<file path="src/rtl/regfile_scoreboard.sv">
// Register file with write-first bypass, two registered read ports and per-register
// pending-write counters that stall decode on RAW hazards or counter saturation.
module regfile_scoreboard #(
   parameter int DSIZE = 16,
   parameter int ASIZE = 4,
   parameter int CNTW  = 2
) (
   input  logic             clk,
   input  logic             rst,
   input  logic             wen,
   input  logic [ASIZE-1:0] w_addr,
   input  logic [DSIZE-1:0] w_data,
   input  logic             ren,
   input  logic             rv0,
   input  logic             rv1,
   input  logic [ASIZE-1:0] raddr0,
   input  logic [ASIZE-1:0] raddr1,
   input  logic             issue_en,
   input  logic [ASIZE-1:0] issue_addr,
   output logic [DSIZE-1:0] rdata0,
   output logic [DSIZE-1:0] rdata1,
   output logic             stall,
   output logic             err_uflow
);

   localparam int NREG = 1 << ASIZE;
   localparam logic [CNTW-1:0] CNT_MAX = '1;

   logic [DSIZE-1:0]           mem_reg [NREG];
   logic [NREG-1:0][CNTW-1:0]  cnt_reg;
   logic [NREG-1:0][CNTW-1:0]  cnt_next;
   logic [NREG-1:0]            inc_vec;
   logic [NREG-1:0]            dec_vec;
   logic [NREG-1:0]            uflow_vec;

   logic [CNTW-1:0]  cnt_rd0;
   logic [CNTW-1:0]  cnt_rd1;
   logic [CNTW-1:0]  cnt_iss;
   logic             wb_hit0;
   logic             wb_hit1;
   logic             wb_hit_iss;
   logic             haz0;
   logic             haz1;
   logic             full;
   logic             read_go;
   logic             issue_go;
   logic [DSIZE-1:0] rdata0_next;
   logic [DSIZE-1:0] rdata1_next;

   assign cnt_rd0    = cnt_reg[raddr0];
   assign cnt_rd1    = cnt_reg[raddr1];
   assign cnt_iss    = cnt_reg[issue_addr];
   assign wb_hit0    = wen && (w_addr == raddr0);
   assign wb_hit1    = wen && (w_addr == raddr1);
   assign wb_hit_iss = wen && (w_addr == issue_addr);

   // A single outstanding producer retiring this cycle is covered by the bypass path.
   assign haz0 = rv0 && (raddr0 != '0) && (cnt_rd0 != '0)
                 && !(wb_hit0 && (cnt_rd0 == CNTW'(1)));
   assign haz1 = rv1 && (raddr1 != '0) && (cnt_rd1 != '0)
                 && !(wb_hit1 && (cnt_rd1 == CNTW'(1)));
   assign full = issue_en && (issue_addr != '0) && (cnt_iss == CNT_MAX) && !wb_hit_iss;

   assign stall    = haz0 | haz1 | full;
   assign read_go  = ren && !stall;
   assign issue_go = issue_en && !stall;

   always_comb begin
      rdata0_next = mem_reg[raddr0];
      rdata1_next = mem_reg[raddr1];
      if (raddr0 == '0) begin
         rdata0_next = '0;
      end else if (wb_hit0) begin
         rdata0_next = w_data;
      end
      if (raddr1 == '0) begin
         rdata1_next = '0;
      end else if (wb_hit1) begin
         rdata1_next = w_data;
      end
   end

   // Register 0 keeps a constant zero counter; a write-back to it neither retires nor errors.
   generate
      for (genvar gi = 0; gi < NREG; gi++) begin : g_cnt
         if (gi == 0) begin : g_zero
            assign inc_vec[gi]   = 1'b0;
            assign dec_vec[gi]   = 1'b0;
            assign uflow_vec[gi] = 1'b0;
            assign cnt_next[gi]  = '0;
         end else begin : g_reg
            assign inc_vec[gi]   = issue_go && (issue_addr == ASIZE'(gi));
            assign dec_vec[gi]   = wen && (w_addr == ASIZE'(gi));
            assign uflow_vec[gi] = dec_vec[gi] && !inc_vec[gi] && (cnt_reg[gi] == '0);
            assign cnt_next[gi]  =
               (inc_vec[gi] && !dec_vec[gi])                          ? cnt_reg[gi] + CNTW'(1) :
               (dec_vec[gi] && !inc_vec[gi] && (cnt_reg[gi] != '0))   ? cnt_reg[gi] - CNTW'(1) :
                                                                        cnt_reg[gi];
         end
      end
   endgenerate

   always_ff @(posedge clk or negedge rst) begin
      if (!rst) begin
         cnt_reg   <= '0;
         err_uflow <= 1'b0;
      end else begin
         cnt_reg   <= cnt_next;
         err_uflow <= err_uflow | (|uflow_vec);
      end
   end

   always_ff @(posedge clk or negedge rst) begin
      if (!rst) begin
         for (int i = 0; i < NREG; i++) begin
            mem_reg[i] <= '0;
         end
      end else if (wen && (w_addr != '0)) begin
         mem_reg[w_addr] <= w_data;
      end
   end

   always_ff @(posedge clk or negedge rst) begin
      if (!rst) begin
         rdata0 <= '0;
         rdata1 <= '0;
      end else if (read_go) begin
         rdata0 <= rdata0_next;
         rdata1 <= rdata1_next;
      end
   end

endmodule
</file>
<file path="config.mk">
export PLATFORM = sky130hd
export DESIGN_NAME = regfile_scoreboard
export DESIGN_NICKNAME = d
export VERILOG_FILES = /design/src/rtl/regfile_scoreboard.sv
export SDC_FILE = /design/constraint.sdc
export NUM_CORES = 1
export LEC_CHECK = 0
export ABC_CLOCK_PERIOD_IN_PS = 8050
export CAP_MARGIN = 15
export CORE_MARGIN = 2
export CORE_UTILIZATION = 45
export CTS_CLUSTER_DIAMETER = 30
export DETAILED_ROUTE_END_ITERATION = 10
export PLACE_DENSITY = 0.73
export SLEW_MARGIN = 0
export SYNTH_ARGS = -nofsm -noshare
export SYNTH_HDL_FRONTEND = slang
export SYNTH_SLANG_ARGS = --single-unit
</file>
<file path="constraint.sdc">
create_clock -name clk -period 8.05 [get_ports clk]
set_input_delay 1.2075 -clock clk [delete_from_list [all_inputs] [get_ports clk]]
set_output_delay 1.2075 -clock clk [all_outputs]
set_load 0.01 [all_outputs]
</file>
==> results.md, run 1 <==
- The flow ran to the end, and the final reports show no timing, DRC or antenna violations.
- The total power per unit cell area is 299 nW/µm².
- The count of vias placed by the detailed router is 12.4k.
- Yosys attributes the largest share of cell area to dfrtp_1 45%, mux4_2 21%, mux2_2 12%.
- The distinct cell type count of the synthesized netlist is 60.
- After floorplanning, the core was sized to cover 38,700 µm².
- In this run the worst setup path begins at raddr0[2].
- The gate count of the mapped netlist is 1,388.
- The final setup TNS is 0 ns.
- For this run, the number of Yosys warnings is 0.
- The top-area cell type share of the netlist area is 45.1%.
- The number of H-tree levels is 2.
- In this run the tightest slew margin relative to its limit is 26.8%.
- Dividing the detail-routed wire length by the instance count gives 25.4 µm.
- The smallest clock period supported by the final layout is computed as 5.97 ns.
- The largest clock skew in the final design is 0.0236 ns.
- The repair_antennas step left the layout with diodes totalling 0.
- The violation count after the first detailed-routing iteration is 1,096.
- For this design, the CTS-stage hold fixing added 0 buffers.
- The TritonCTS buffer count is 58.
- After synthesis, flip-flops and latches occupy 45.1% of the total area.
- The buffer type at the clock tree root is clkbuf_16.
- The maximum single-stage delay on the critical path is 0.93 ns.
- The post-synthesis async set-or-reset flop share is 100%.
- The logic depth of the worst register-to-register path is 10.
- Once placement finished, the instance area stood at 18,800 µm².
- The quantity of I/O buffers inserted on ports is 72.
- The cell area after synthesis is 17,700 µm².
- In the global route stage, overall resource usage came out at 25.2%.
- The clock transition time at the flip-flop clock pins of the worst setup and hold paths is 0.05 ns.
- The critical path data required time is 6.84 ns.
- The floorplan has 72 rows.
- The final antenna-violating net count is 0.
- The die covers 41,000 µm².
- Summed over all cells, the static leakage comes to 8.83 nW.
- The tree built by TritonCTS fans out to 319 sinks.
- The startpoint kind of the worst setup timing path is an input port.
- The worst-path maximum fanout is 32.
- Data arrives at the worst endpoint at 4.77 ns.
- The highest ir drop seen on vdd is 0.000178 V.
- The register with the most flip-flops in the layout has 256 of them.
- The capture point of the critical path is stall.
- Prior to clock tree synthesis, the placed netlist has a worst setup slack of 2.18 ns.
- Setup repair after global routing left no endpoint under its margin.
- The largest area contributor in the netlist is dfrtp_1.
- The worst min-delay path category is flop to flop.
- The start of the worst register-to-register path is cnt_reg[17]$_DFFE_PN0P_.
- The total I/O pin count is 73.
- The final setup violation count is 0.
- Max-cap violations in this run came to 0.
- The effective utilization at floorplan is 45.7%.
- The CTS tree is done.
- STA classifies the critical path endpoint as an output port.
- The wire length of the first global-routing pass is 78.5 mm.
- The via count of the first global-routing pass is 13.0k.
- The start-to-end type of the worst setup path is input port to output port.
- Of the available clock period, the critical path in the final layout requires 74.2%.
- The most used flip-flop cell after synthesis is dfrtp_1.
- The number of enable flip-flop cells after synthesis is 0.
- For this design, the slowest cell found on the critical path is clkdlybuf4s50_1.
- The setup fix buffers added after clock tree synthesis is 0.
- The number of pins with negative max-slew slack in the final report came to 0.
- The post-synthesis area per instance is 12.8 µm².
- The filler cell count is 3,107.
- After clock tree synthesis, the repair step resized 0 gates.
- The timing-limited maximum frequency is 167 MHz.
- The remaining global-route overflow is 0.
- The synthesized design contains 319 register bits.
- At the pin with the least slew margin, the transition time is 1.09 ns.
- The DRC violations left is 0.
- Once routing completed, OpenROAD measured the worst setup slack at 2.08 ns.
- The clock passes through at most 3 buffers.
- The number of hold-slack violations in the final timing report was 0.
- The total number of nets in the final design is 1,457.
- The endpoint of the worst register-to-register path is err_uflow$_DFF_PN0_.
- The number of nets produced by synthesis is 1,427.
- In this run the register-to-register setup slack is 4.81 ns.
- Compared with the post-synthesis result, the final layout area differs by 18.2%.
- The share of post-route cells with drive strength above 1 is 35.2%.
- The die is 202 µm wide.
- For this block, the routed nets add up to 50.4 mm of wire.
- The number of iterations in the first detailed-routing pass is 5.
- The initial antenna violation count is 0.
- Traced cell by cell, the critical path runs through clkdlybuf4s50_1 > buf_4 > nor4_4 > inv_1 > o2111ai_1 > a21oi_2 > nor2_4 > inv_2 > clkdlybuf4s50_1.
- Clock latency on the worst-skew pair, taken at its later pin, is 0.60 ns.
- The per-cell via count in the routed design is 6.27.
- Entering global routing, the biggest net connects 152 pins.
- Among the stages of the critical path, the cell type that occurs most often is clkdlybuf4s50_1.
- The die is 202 µm tall.
- The cell area after layout is 20,900 µm².
- The final estimated routing congestion in global placement is 0.927.
- The detailed-placement wirelength estimate is 30.3 mm.
==> report_power, final <==
group | internal (mW) | leakage, nW | switching [mW] | total, mW
registers | 1.98 | 3.98 | 0.346 | 2.33
logic | 0.753 | 3.82 | 0.541 | 1.29
clock network | 1.75 | 1.03 | 0.898 | 2.65
==> metal layers <==
layer / global-route usage, % / share of wire, %
met5: 0 / 0
met4: 12.9 / 5.2
met2: 40.8 / 49
met3: 5.76 / 8.0
met1: 31.8 / 38
==> area by class of cell <==
type,count,area (µm²),area share (%)
Clock inverter,39,603,2.88
Multi-Input combinational cell,928,9200,43.9
Tap cell,518,648,3.09
Clock buffer,69,1550,7.41
Inverter,14,52.6,0.251
Sequential cell,319,7980,38.1
Timing Repair Buffer,97,903,4.31
==> metrics by stage <==
stage / hold slack, ns / power, mW / utilization (%) / std cells
final: 0.394 / 6.27 / 54.1 / 1984
after global routing: 0.405 / 6.53 / 54.1 / 1984
after CTS: 0.395 / 6.29 / 54.1 / 1983
after detailed placement: 0.383 / 3.62 / 48.5 / 1875
after global placement: 0.377 / 3.56 / 48.5 / 1875
after floorplan: 0.441 / 3.12 / - / 1388
==> worst max-delay path, delay by kind of cell <==
kind            cells  cell delay (ns)
compound gates      2             0.23
buf+inv             5             2.31
simple gates        2             0.98
==> synth_stat cells (5+ instances only) <==
cell type	n
mux4_2	169
nor4_1	10
nor2b_1	14
nand2_1	256
o21ai_0	24
xnor2_1	6
clkbuf_1	96
nor4_2	5
a21oi_1	18
nor3_1	8
o21a_1	8
inv_1	10
mux2i_1	49
nor2_1	36
o31ai_1	33
dfrtp_1	319
o31a_1	11
buf_2	19
a211oi_1	11
xor2_1	10
nand2b_1	9
buf_1	6
o22a_1	5
mux2_2	183
nand3_1	10
==> cells by family (layout without fill, tap and decap cells) <==
group	Yosys count	after routing	synth area share, %
flip-flops	319	319	45.1
multiplexers	401	401	35.9
AO/OA/AOI/OAI	136	136	5.45
AND/OR/NAND/NOR	375	375	9.49
buffers and inverters	141	219	3.31
XOR/XNOR	16	16	0.791
==> cell usage in the layout (no fill, tap or decap), types with 11 or more instances in the layout <==
cell type / Yosys / final
dfrtp_1: 319 / 319
nand2_1: 256 / 255
mux2_2: 183 / 183
mux4_2: 169 / 169
clkdlybuf4s50_1: 0 / 65
clkbuf_16: 0 / 58
mux2i_1: 49 / 49
o31ai_1: 33 / 33
nor2_1: 36 / 27
buf_4: 3 / 27
o21ai_0: 24 / 24
a21oi_1: 18 / 18
nor2b_1: 14 / 14
o31a_1: 11 / 11
a211oi_1: 11 / 11
bufinv_16: 0 / 11
==> worst min-delay path by stage <==
stage	to	start	cells past startpoint	slack, ns
final	mem_reg[242]$_DFFE_PN0P_	mem_reg[242]$_DFFE_PN0P_	0	0.39
after global routing	mem_reg[241]$_DFFE_PN0P_	mem_reg[241]$_DFFE_PN0P_	0	0.40
after CTS	mem_reg[254]$_DFFE_PN0P_	mem_reg[254]$_DFFE_PN0P_	0	0.40
after detailed placement	mem_reg[246]$_DFFE_PN0P_	mem_reg[246]$_DFFE_PN0P_	0	0.38
after global placement	mem_reg[248]$_DFFE_PN0P_	mem_reg[248]$_DFFE_PN0P_	0	0.38
after floorplan	mem_reg[240]$_DFFE_PN0P_	mem_reg[240]$_DFFE_PN0P_	1	0.44
No activity file was read; power rests on OpenSTA's default activity.
==> run 2: changes to the inputs <==
Settings changed: ABC_CLOCK_PERIOD_IN_PS 8050 to 5000, PLACE_DENSITY 0.73 to 0.75.
Clock period 8.05 ns to 5 ns, I/O delays scaled along.
==> results.md, run 2 (synthesized netlist as in run 1, its figures left out) <==
- Traced cell by cell, the critical path runs through clkdlybuf4s50_1 > buf_4 > nor2b_1 > a221oi_1 > a21oi_1 > nor2_1 > o32ai_1 > nor2_4 > inv_2 > clkdlybuf4s50_1.
- Broken down by cell family, the worst path's largest delay share belongs to buffers and inverters.
- The total power per unit cell area is 472 nW/µm² (+58%).
- The timing-limited maximum frequency is 219 MHz.
- Setup repair after global routing left no endpoint under its margin.
- The placement row count is 72 (unchanged).
- The setup fix buffers added after clock tree synthesis is 0 (unchanged).
- The number of sinks driven by the clock tree is 319 (unchanged).
- CTS placed an instance of clkbuf_16 at the clock tree root.
- The run finished with clean final reports.
- The effective utilization at floorplan came to 45.7% (unchanged).
- The post-CTS resize count is 0 (unchanged).
- The clock transition time at the flip-flop clock pins of the worst setup and hold paths is 0.05 ns (about the same).
- The top cell types in the final layout, fill and taps aside, are 319 x dfrtp_1, 255 x nand2_1, 183 x mux2_2, 169 x mux4_2, 64 x clkdlybuf4s50_1.
- The slew at the pin with the worst max-slew slack is 1.26 ns (+0.164 ns).
- The vertical die dimension is 202 µm (unchanged).
- In this run the worst hold path is classified as input port to async pin.
- The total number of nets in the final design is 1,473 (+1.1%).
- The worst-path maximum fanout is 32 (unchanged).
- The share of post-route cells with drive strength above 1 was 36.1% (+0.88 points).
- The maximum single-stage delay on the critical path is 0.65 ns (-0.28 ns).
- The number of flip-flops in the largest register was 256 (unchanged).
- The count of vias placed by the detailed router is 12.6k (+1.5%).
- The final antenna-violating net count was 0 (unchanged).
- The number of H-tree levels was 2 (unchanged).
- The most numerous cell on the critical path is clkdlybuf4s50_1.
- The clock latency reported for the late side of the worst-skew pair is 0.59 ns (about the same).
- The reported leakage power is 8.87 nW (+0.45%).
- The final setup slack of the worst path is 0.429 ns (-1.65 ns).
- The switching power summed over all nets is 2.81 mW (+57%).
- The total I/O pin count is 73 (unchanged).
- The initial antenna violation count is 1 (+1).
- The filler cell count came to 3,052 (-1.8%).
- The number of iterations in the first detailed-routing pass is 5 (unchanged).
- The area growth from synthesis to final layout came to 18.2% (about the same).
- The final estimated routing congestion in global placement was 0.956 (+3.2%).
- The critical path in this run is classified as input port to output port.
- The wire length of the first global-routing pass is 79.6 mm (+1.5%).
- The DRC violations left was 0 (unchanged).
- The count of maximum capacitance violations is 0 (unchanged).
- The power share of the combinational group is 21.2% (+0.6 points).
- The maximum buffer depth of the clock tree is 3 (unchanged).
- Dividing the final minimum period by the clock period gives 91.4%.
- The final critical-path required period is 4.57 ns.
- The switching share of power is 28.4% (-0.055 points).
- The largest clock skew in the final design is 0.0270 ns (+0.00349 ns).
- The internal power contribution is 7.08 mW (+58%).
- The share of power burned in registers is 37.6% (+0.5 points).
- The quantity of I/O buffers inserted on ports is 72 (unchanged).
- The arrival time at the worst endpoint is 3.82 ns (-0.95 ns).
- Among all stages on the critical path, the largest delay is contributed by clkdlybuf4s50_1.
- The TritonCTS buffer count came to 56 (-3.4%).
- The worst relative slew slack was 16.0% (-11 points).
- The detailed-route wire length is 50.4 mm (about the same).
- The remaining global-route overflow came to 0 (unchanged).
- The most frequent standard cell in the layout excluding fill and tap cells is dfrtp_1.
- The fraction of power consumed by the clock network came to 41.2% (-1.0 points).
- The per-cell via count in the routed design is 6.31 (+0.74%).
- The die area is 41,000 µm² (unchanged).
- The detailed-placement wirelength estimate was 30.7 mm (+1.2%).
- The routed length per instance is 25.2 µm (-0.74%).
- The floorplan core area is 38,700 µm² (unchanged).
- The final setup TNS was 0 ns (unchanged).
- The final setup violation count is 0 (unchanged).
- The overall routing resource usage is 25.5% (+0.31 points).
- The number of hold-slack violations in the final timing report came to 0 (unchanged).
- The startpoint kind of the worst setup timing path is an input port.
- The number of pins with negative max-slew slack in the final report is 0 (unchanged).
- The violation count after the first detailed-routing iteration is 1,250 (+14%).
- The worst slack at placement came to 0.491 ns (-1.69 ns).
- The number of buffers and inverters on the critical path is 4 (-1).
- The die span in x came to 202 µm (unchanged).
- The highest ir drop seen on vdd is 0.000267 V (+50%).
- The via count of the first global-routing pass is 13.3k (+2.2%).
- The type of destination of the critical path is an output port.
- The maximum number of pins on one net before global-route repair was 113 (-26%).
- The critical path data required time came to 4.25 ns (-2.59 ns).
- TritonCTS built the clock tree.
- The number of hold buffers added after cts is 0 (unchanged).
==> run 2: cell count changes in the layout (fill, tap and decap cells not counted), sizes merged <==
cell	delta
buf	+20
inv	-1
clkdlybuf4s50	-1
diode	+1
clkinv	+6
clkbuf	-10
==> run 2: through the flow <==
stage	utilization [%]	power (mW)	area, µm²	std cells	hold WS, ns
finish	54.0	9.89	20900	1999	0.200
global route	54.0	10.3	20900	1999	0.253
CTS	54.0	9.89	20900	1997	0.249
detailed placement	48.8	5.81	18900	1893	0.385
global placement	48.8	5.68	18900	1893	0.376
floorplan	-	5.03	17700	1388	0.441
==> run 2: layout make-up <==
class	count	area [µm²]	area share [%]
diodes	1	2.50	0.0120
clock buffers	60	1440	6.86
clock inverters	44	579	2.77
inverters	14	52.6	0.251
multi-input cells	928	9190	43.9
flip-flops and latches	319	7980	38.1
well taps	518	648	3.10
repair buffers	115	1050	5.01
==> run 2: worst reg2reg max path, cell delays in order (launching register included) <==
cell and delay (ns):
dfrtp_1 0.56, nand2_1 0.20, mux4_2 0.50, a21oi_1 0.15, nor2_1 0.05, o32ai_1 0.47
nor2_4 0.10, inv_2 0.47, nor2_1 0.29, a211oi_1 0.29, a21oi_1 0.06
==> run 2: routing by layer <==
metal	routed length, µm	part of all wire, %	global-route usage [%]	vias up
li1	-	-	-	5275
met1	19200	38	33.6	6508
met2	24300	48	40.8	674
met3	4460	8.8	5.05	164
met4	2420	4.8	12.1	0
met5	0	0	0	-
==> run 2: power by group through the flow <==
stage	registers [mW]	clock network [mW]	logic [mW]
floorplan	3.60	0	1.43
global placement	3.68	0	2.01
detailed placement	3.73	0	2.07
CTS	3.70	4.09	2.10
global route	3.80	4.23	2.27
finish	3.72	4.07	2.10
==> run 2: path summary, 6_finish.rpt <==
kind | from | endpoint | slack (ns) | depth (start not counted)
worst max-delay path | issue_addr[1] | stall | 0.43 | 10
worst min-delay path | rst | cnt_reg[20]$_DFFE_PN0P_ | 0.20 | 1
worst max register to register | cnt_reg[10]$_DFFE_PN0P_ | cnt_reg[2]$_DFFE_PN0P_ | 1.73 | 10
worst min register to register | mem_reg[241]$_DFFE_PN0P_ | mem_reg[241]$_DFFE_PN0P_ | 0.39 | 0
max in group asynchronous | rst | mem_reg[208]$_DFFE_PN0P_ | 3.69 | 2
min in group clk | mem_reg[241]$_DFFE_PN0P_ | mem_reg[241]$_DFFE_PN0P_ | 0.39 | 0
==> run 3: changes to the inputs <==
==> constraint.sdc (replaced) <==
create_clock -name clk -period 5 [get_ports clk]
set_input_delay 0.75 -clock clk [delete_from_list [all_inputs] [get_ports clk]]
set_output_delay 0.75 -clock clk [all_outputs]
set_load 0.1 [all_outputs]
==> results.md, run 3 (synthesized netlist as in run 1, its figures left out) <==
- The highest ir drop seen on vdd is 0.000282 V (+5.6%).
- The violation count after the first detailed-routing iteration is 1,177 (-5.8%).
- The detailed-placement wirelength estimate is 30.2 mm (-1.6%).
- Setup repair after global routing left no endpoint under its margin.
- The library cells used most frequently in the layout, excluding fill and tap cells, are 319 x dfrtp_1, 255 x nand2_1, 183 x mux2_2, 169 x mux4_2, 63 x clkdlybuf4s50_1.
- The die span in x was 202 µm (unchanged).
- The total power per unit cell area is 502 nW/µm² (+6.3%).
- The number of hold buffers added after cts is 0 (unchanged).
- The maximum number of pins on one net before global-route repair is 124 (+9.7%).
- The slew at the pin with the worst max-slew slack came to 1.13 ns (-0.130 ns).
- The TritonCTS buffer count is 54 (-3.6%).
- The final antenna-violating net count was 0 (unchanged).
- The remaining global-route overflow was 0 (unchanged).
- The area growth from synthesis to final layout is 17.3%.
- Walking the worst path, the cells encountered are clkdlybuf4s50_1 > buf_4 > mux4_2 > a21oi_1 > nor2_1 > o32ai_1 > nor2_4 > inv_2 > buf_12.
- The most frequent standard cell in the layout excluding fill and tap cells is dfrtp_1.
- The vertical die dimension is 202 µm (unchanged).
- The maximum buffer depth of the clock tree is 3 (unchanged).
- The cell type of the slowest stage on the worst timing path is clkdlybuf4s50_1.
- The critical path data required time is 4.25 ns (about the same).
- The clock transition time at the flip-flop clock pins of the worst setup and hold paths came to 0.05 ns (about the same).
- The routed length per instance is 25.6 µm (+1.4%).
- The initial antenna violation count is 0 (-1).
- The timing-limited maximum frequency came to 243 MHz (+11%).
- TritonCTS built the clock tree.
- The final setup slack of the worst path is 0.883 ns (+0.455 ns).
- The floorplan core area is 38,700 µm² (unchanged).
- The type of destination of the critical path is an output port.
- The placement row count is 72 (unchanged).
- The worst setup path is launched from an input port.
- The worst-path maximum fanout is 19 (-41%).
- The per-cell via count in the routed design is 6.37 (+0.94%).
- The number of flip-flops in the largest register is 256 (unchanged).
- The total number of nets in the final design was 1,464 (-0.61%).
- The worst relative slew slack came to 23.0% (+7.0 points).
- The wire length of the first global-routing pass is 78.8 mm (-1.0%).
- The count of vias placed by the detailed router was 12.6k (+0.18%).
- The worst hold margin was 0.316 ns (+0.117 ns).
- The number of iterations in the first detailed-routing pass came to 5 (unchanged).
- The flow ran to the end, and the final reports show no timing, DRC or antenna violations.
- The reported leakage power is 8.79 nW (-0.84%).
- The final cycle utilization of the critical path is 82.3% (-9.1 points).
- The die area is 41,000 µm² (unchanged).
- The global routing usage on met1 was 33.0% (-0.62 points).
- The DRC violations left is 0 (unchanged).
- The path class of the tightest hold or removal check is input port to async pin.
- The filler cell count is 3,048 (-0.13%).
- The number of pins with negative max-slew slack in the final report is 0 (unchanged).
- The number of sinks driven by the clock tree is 319 (unchanged).
- The number of hold-slack violations in the final timing report is 0 (unchanged).
- The overall routing resource usage was 25.2% (-0.29 points).
- The count of maximum capacitance violations is 0 (unchanged).
- The final estimated routing congestion in global placement is 0.946 (-1.1%).
- The arrival time at the worst endpoint was 3.37 ns (-0.45 ns).
- The detailed-route wire length was 50.7 mm (+0.66%).
- The number of H-tree levels is 2 (unchanged).
- The maximum single-stage delay on the critical path came to 0.55 ns (-0.10 ns).
- The final setup violation count is 0 (unchanged).
- The share of post-route cells with drive strength above 1 was 35.4% (-0.68 points).
- The post-CTS resize count was 0 (unchanged).
- The final setup TNS came to 0 ns (unchanged).
- The setup fix buffers added after clock tree synthesis came to 0 (unchanged).
- The met2 track demand over resource is 41.5% (+0.72 points).
- The global-route track usage on met3 was 4.37% (-0.68 points).
- The total I/O pin count is 73 (unchanged).
- The final critical-path required period is 4.12 ns (-0.455 ns).
- The via count of the first global-routing pass is 13.1k (-1.4%).
- The quantity of I/O buffers inserted on ports came to 72 (unchanged).
- The layer flagged by global routing as most heavily used is met2.
- The worst slack at placement is 0.917 ns (+0.425 ns).
- The start-to-end type of the worst setup path is input port to output port.
- The clock latency reported for the late side of the worst-skew pair is 0.57 ns (-0.02 ns).
- The effective utilization at floorplan is 45.7% (unchanged).
- Clock tree synthesis selected as its root buffer the cell clkbuf_16.
- The largest clock skew in the final design is 0.0204 ns (-0.00669 ns).
- The antenna diode count is 0 (-1).
[run 3: changes by cell type in the layout (fill, tap and decap cells not counted), moves of 2 or more]
cell and change:
buf_4 -7, clkinv_4 -5, bufinv_16 -3, clkinvlp_4 -3
inv_6 +3, clkbuf_1 +2, clkinv_2 -2
[run 3: through the flow]
step                      utilization [%]  cell area (µm²)  total power, mW  std cells
after floorplan                         -            17700             5.75       1388
after global placement               48.7            18900             6.42       1887
after detailed placement             48.7            18900             6.54       1887
after CTS                            53.6            20800             10.4       1984
after global routing                 53.6            20800             10.8       1984
final                                53.6            20800             10.4       1984
[run 3: path summary, 6_finish.rpt]
| path | startpoint | cells after the start | endpoint | slack [ns] |
|---|---|---|---|---|
| worst min register to register | mem_reg[253]$_DFFE_PN0P_ | 0 | mem_reg[253]$_DFFE_PN0P_ | 0.39 |
| min in group clk | mem_reg[253]$_DFFE_PN0P_ | 0 | mem_reg[253]$_DFFE_PN0P_ | 0.39 |
| worst min-delay path | rst | 1 | mem_reg[161]$_DFFE_PN0P_ | 0.32 |
| worst max register to register | cnt_reg[14]$_DFFE_PN0P_ | 9 | err_uflow$_DFF_PN0_ | 1.86 |
| max in group asynchronous | rst | 2 | rdata1[4]$_DFFE_PN0P_ | 3.49 |
| worst max-delay path | issue_addr[1] | 9 | stall | 0.88 |
[run 3: layout make-up]
| cell class | instances | area (µm²) | share of cell area (%) |
|---|---|---|---|
| clock buffer | 63 | 1470 | 7.07 |
| clock inverter | 34 | 434 | 2.09 |
| inverter | 14 | 52.6 | 0.253 |
| multi-input combinational | 928 | 9190 | 44.2 |
| sequential | 319 | 7980 | 38.4 |
| tap | 518 | 648 | 3.12 |
| timing repair buffer | 108 | 1010 | 4.84 |
[run 3: layer usage]
metal | routed length, µm | vias up
li1 | - | 5259
met2 | 24500 | 660
met1 | 19700 | 6557
met5 | 0 | -
met4 | 2310 | 0
met3 | 4200 | 168
[run 3: critical path: cells and delay by family]
kind,cells,cell delay [ns]
buf+inv,4,1.33
compound gates,2,0.59
mux,1,0.50
simple gates,2,0.17
[run 3: report_power, final]
part / switching (mW) / internal (mW)
Clock: 1.34 / 2.53
Sequential: 0.525 / 3.19
Combinational: 1.62 / 1.22
Total: 3.49 / 6.94
==> variant 1 (flow settings as in run 3) <==
`CNTW`: 2 -> 1.
--- a/src/rtl/regfile_scoreboard.sv
+++ b/src/rtl/regfile_scoreboard.sv
@@ -3,7 +3,7 @@
 module regfile_scoreboard #(
    parameter int DSIZE = 16,
    parameter int ASIZE = 4,
-   parameter int CNTW  = 2
+   parameter int CNTW  = 1
 ) (
    input  logic             clk,
    input  logic             rst,
Check against the original RTL: not equivalent (Yosys sat finds a counterexample within 4 cycles, from zero or initial values and one cycle with rst low).
==> variant 1 against run 3 <==
- setup slack gained 0.20 ns
- critical path type unchanged
- sequential power shrank 5.6%
- highest routed layer unchanged
- sequential cell count shrank 15
- power shrank 4.5%
- final area shrank 5.7%
- synthesized area shrank 6.9%
- first-iteration DRC count shrank 27%
- routed wire length shrank 12%
- die area shrank 6.7%
- non-clock buffer count shrank 3
==> variant 1: results (changes against run 3) <==
* Outcome: completed (unchanged)
* Max FO, Critical Path at 14 (was 19)
* H-tree Lvls at 2 (unchanged)
* Metal-1 WL at 18410 microns (was 19730 microns)
* Worst Path Arrival at 3.17 ns (was 3.37 ns)
* Primary FF master, synth: dfrtp_1 (unchanged)
* CP max-delay cell: clkdlybuf4s50_1 (unchanged)
* Setup Buffers After CTS at 0 (unchanged)
* Nets at 1190 (was 1464)
* Number of global-route vias before repair at 11088 (was 13077)
* Clock latency on the worst-skew pair at 0.59 ns (was 0.57 ns)
* Met2 routed wirelength at 21800 microns (was 24450 microns)
* Syn_area_per_cell at 14.93 sq um (was 12.76 sq um)
* Post-synthesis sequential area ratio at 0.4612 (was 0.4507)
* R2r startpoint: cnt_reg[1] (was cnt_reg[14])
* Largest cells by area after synthesis: dfrtp_1 (46%), mux4_2 (23%), mux2_2 (17%) (was dfrtp_1 (45%), mux4_2 (21%), mux2_2 (12%))
* Leak pwr at 8.126 nW (was 8.791 nW)
* Synth cell types at 55 (was 60)
* DP Wirelength at 26340 microns (was 30210 microns)
* Share of cells above drive strength 1 at 0.4917 (was 0.3540)
* Met3 routed wirelength at 2719 microns (was 4203 microns)
* Antenna violations before repair at 1 (was 0)
* GR Util All Layers at 0.2399 (was 0.2519)
* TritonCTS buffer count at 59 (was 54)
* R2r endpoint: rdata1[3] (was err_uflow)
* Post-synthesis net count at 1144 (was 1427)
* Worst Skew at 0.01467 ns (was 0.02036 ns)
* Critical Path Sink: stall (unchanged)
* Cts repair resizes at 0 (unchanged)
* Routed WL at 44450 microns (was 50700 microns)
* Met3 GRT Util at 0.04041 (was 0.04370)
* GR Util met1 at 0.3224 (was 0.3296)
* First-pass GRT wire length at 68860 microns (was 78800 microns)
* Final estimated routing congestion in global placement at 0.9437 (was 0.9461)
* Clk buf depth at 3 (unchanged)
* Largest net degree at the start of global routing at 115 (was 124)
* Vias per cell at 6.313 (was 6.373)
* DR pass1 iterations at 7 (was 5)
* Maximum VDD drop at 320.8 uV (was 281.7 uV)
* DR iter-0 viols at 855 (was 1177)
* Max reg flops at 256 (unchanged)
* Clock-pin transition on the worst setup and hold timing paths at 0.05 ns (about the same)
* Max incr delay on CP at 0.77 ns (was 0.55 ns)
* M2 GR Usage at 0.3943 (was 0.4151)
* Layout fillers at 2833 (was 3048)
* Crit path from: issue_addr[1] (unchanged)
* R2r worst-path depth at 8 (was 9)
* Synth top cells by count: dfrtp_1 (304), mux2_2 (247), mux4_2 (166) (was dfrtp_1 (319), nand2_1 (256), mux2_2 (183))
* Net switching fraction of the power at 0.3248 (was 0.3346)
* Worst-margin pin slew at 1.032 ns (was 1.126 ns)
## variant 1: changes by cell type in the layout (fill, tap and decap cells not counted), moves of 15 or more
cell / change
mux2i_1: -17
a21oi_1: -16
nor2_1: -18
nand2_1: -213
mux2_2: +64
dfrtp_1: -15
## variant 1: cell families (layout without fill, tap and decap cells)
family                     count (synthesis)  after routing  share of synthesized area
adders and majority gates                  7              7                   0.004248
and+or+nand+nor                          134            134                    0.04452
other                                      0              1                          0
AOI/OAI and AO/OA                         77             77                    0.03565
DFF                                      304            304                     0.4612
xor gates and xnor gates                  12             12                   0.006372
buffers and inverters                    125            218                    0.03246
muxes                                    446            446                     0.4156
## variant 1: final cells by class
type	count	area, sq um	area share
timing repair buffer	105	988.4	0.05045
clock inverter	38	376.6	0.01922
multi-input combinational	676	8406	0.4290
antenna	1	2.502	0.0001277
clock buffer	70	1608	0.08206
inverter	5	18.77	0.0009579
tap	468	585.6	0.02989
sequential	304	7607	0.3883
## variant 1: power groups by stage
| stage | sequential (W) | clock, W | combinational, W |
|---|---|---|---|
| finish | 0.00351 | 0.00384 | 0.00261 |
| global route | 0.00358 | 0.00403 | 0.00274 |
| CTS | 0.00350 | 0.00390 | 0.00263 |
| detailed placement | 0.00353 | 0 | 0.00261 |
| global placement | 0.00348 | 0 | 0.00256 |
| floorplan | 0.00406 | 0 | 0.00136 |
## variant 1: stage by stage
step / area [sq um] / hold WS, ns / util / instances / worst slack, ns
floorplan: 16500 / 0.4413 / - / 1105 / 1.700
global placement: 17610 / 0.3763 / 0.4844 / 1558 / 0.9490
finish: 19590 / 0.2185 / 0.5390 / 1667 / 1.080
detailed placement: 17610 / 0.3823 / 0.4844 / 1558 / 0.8435
global route: 19590 / 0.2952 / 0.5390 / 1666 / 0.8910
CTS: 19590 / 0.2763 / 0.5390 / 1666 / 1.107
==> variant 2 (flow settings as in run 3) <==
Made on the original files. Reset style: synchronous (`rst`), changed in 3 clocked blocks.
--- a/src/rtl/regfile_scoreboard.sv
+++ b/src/rtl/regfile_scoreboard.sv
@@ -100,7 +100,7 @@
       end
    endgenerate
 
-   always_ff @(posedge clk or negedge rst) begin
+   always_ff @(posedge clk) begin
       if (!rst) begin
          cnt_reg   <= '0;
          err_uflow <= 1'b0;
@@ -110,7 +110,7 @@
       end
    end
 
-   always_ff @(posedge clk or negedge rst) begin
+   always_ff @(posedge clk) begin
       if (!rst) begin
          for (int i = 0; i < NREG; i++) begin
             mem_reg[i] <= '0;
@@ -120,7 +120,7 @@
       end
    end
 
-   always_ff @(posedge clk or negedge rst) begin
+   always_ff @(posedge clk) begin
       if (!rst) begin
          rdata0 <= '0;
          rdata1 <= '0;
Formal check against the unedited RTL: differs if rst is asserted again (counterexample within 4 cycles, from zero or initial values and one cycle with rst low); with rst held inactive, the same outputs for 4 cycles.
==> variant 2 against run 3 <==
- final area up 3.4%
- count of clock-buffer cells in the layout grew 13
- final cell count increased by 0.50%
- sequential cell count unchanged
- fmax shrank 4.1%
- via count is 0.59% higher
- setup slack got worse by 0.18 ns
- sequential share of layout area rose by 3.2 points
- synthesized area up 0.43%
- first-iteration DRC count grew 24%
- non-clock buffer count grew 16
- routed wire length rose by 4.1%
- highest routed layer is now met5
Power is not compared: it rests on default switching activity, and its combinational part moved more than twofold at a synthesized area within 25%.
==> variant 2: results (changes against run 3) <==
* Antenna Cells at 3 (was 0)
* Signal buffers at 124 (was 108)
* Outcome: completed (unchanged)
* DP Wirelength at 32640 microns (was 30210 microns)
* Fraction of the mapped netlist area in compound gates at 0.06379 (was 0.05453)
* Nets at 1458 (was 1464)
* Vias per cell at 6.378 (was 6.373)
* Post-synth EDFFs at 256 (was 0)
* Max incr delay on CP at 0.86 ns (was 0.55 ns)
* Placed cell areas at 19150 sq um (was 18880 sq um)
* Proportion of cell area occupied by registers at 0.4166 (was 0.3842)
* Share of cells above drive strength 1 at 0.2458 (was 0.3540)
* Worst Skew at 0.03452 ns (was 0.02036 ns)
* Synth top cells by count: edfxtp_1 (256), and2_1 (227), mux4_2 (169) (was dfrtp_1 (319), nand2_1 (256), mux2_2 (183))
* Fraction of area in multi-input gates at 0.3925 (was 0.4421)
* Multi-In Gates at 901 (was 928)
* Drt wl/cell at 26.46 microns (was 25.56 microns)
* R2R setup slack at 1.44 ns (was 1.86 ns)
* Largest net degree at the start of global routing at 65 (was 124)
* Layout fillers at 3028 (was 3048)
* Mux contribution to synthesized area at 0.2425 (was 0.3589)
* Routed WL at 52760 microns (was 50700 microns)
* Clock Buffer Count at 76 (was 63)
* TritonCTS buffer count at 66 (was 54)
* DR iter-0 viols at 1457 (was 1177)
* Signal buf overhead at 0.05126 (was 0.04841)
* First-pass GRT wire length at 79390 microns (was 78800 microns)
* Post-synth ARST share at 0 (was 1.000)
* ClkCell Share at 0.1078 (was 0.09159)
* Largest cells by area after synthesis: edfxtp_1 (43%), mux4_2 (21%), and2_1 (8.0%) (was dfrtp_1 (45%), mux4_2 (21%), mux2_2 (12%))
* Antenna violations before repair at 7 (was 0)
* Hold WS at 0.4454 ns (was 0.3164 ns)
* R2r endpoint: rdata0[7] (was err_uflow)
* Non-clk invs at 7 (was 14)
==> variant 2: cell types whose count changed after synthesis, moves of 32 or more <==
cell      delta
dfxtp_1     +63
dfrtp_1    -319
or3_1       +32
and2_1     +226
nand2_1    -195
edfxtp_1   +256
mux2_2     -182
==> variant 2: tightest hold or removal path: stages, from the launching register on <==
cell	delay, ns
dfxtp_1	0.30
nand2_1	0.05
a21oi_1	0.05
==> variant 2: worst max-delay path by stage <==
stage,slack [ns],cells past startpoint,startpoint,end
5_1_grt,0.59,8,issue_addr[1],stall
6_report,0.71,8,issue_addr[1],stall
2_1_floorplan,1.19,9,w_addr[2],stall
3_3_place_gp,0.48,9,issue_addr[1],rdata0[10]
3_5_place_dp,0.33,9,issue_addr[1],rdata0[7]
4_1_cts,0.72,8,issue_addr[1],stall
==> variant 2: metal layers <==
layer  share of wire  up-vias  global-route usage
met4           0.039        4              0.1116
met5         0.00034        -                   0
met2            0.49      797              0.4308
met3            0.11      171             0.07400
met1            0.36     6395              0.3196
li1                -     5351                   -
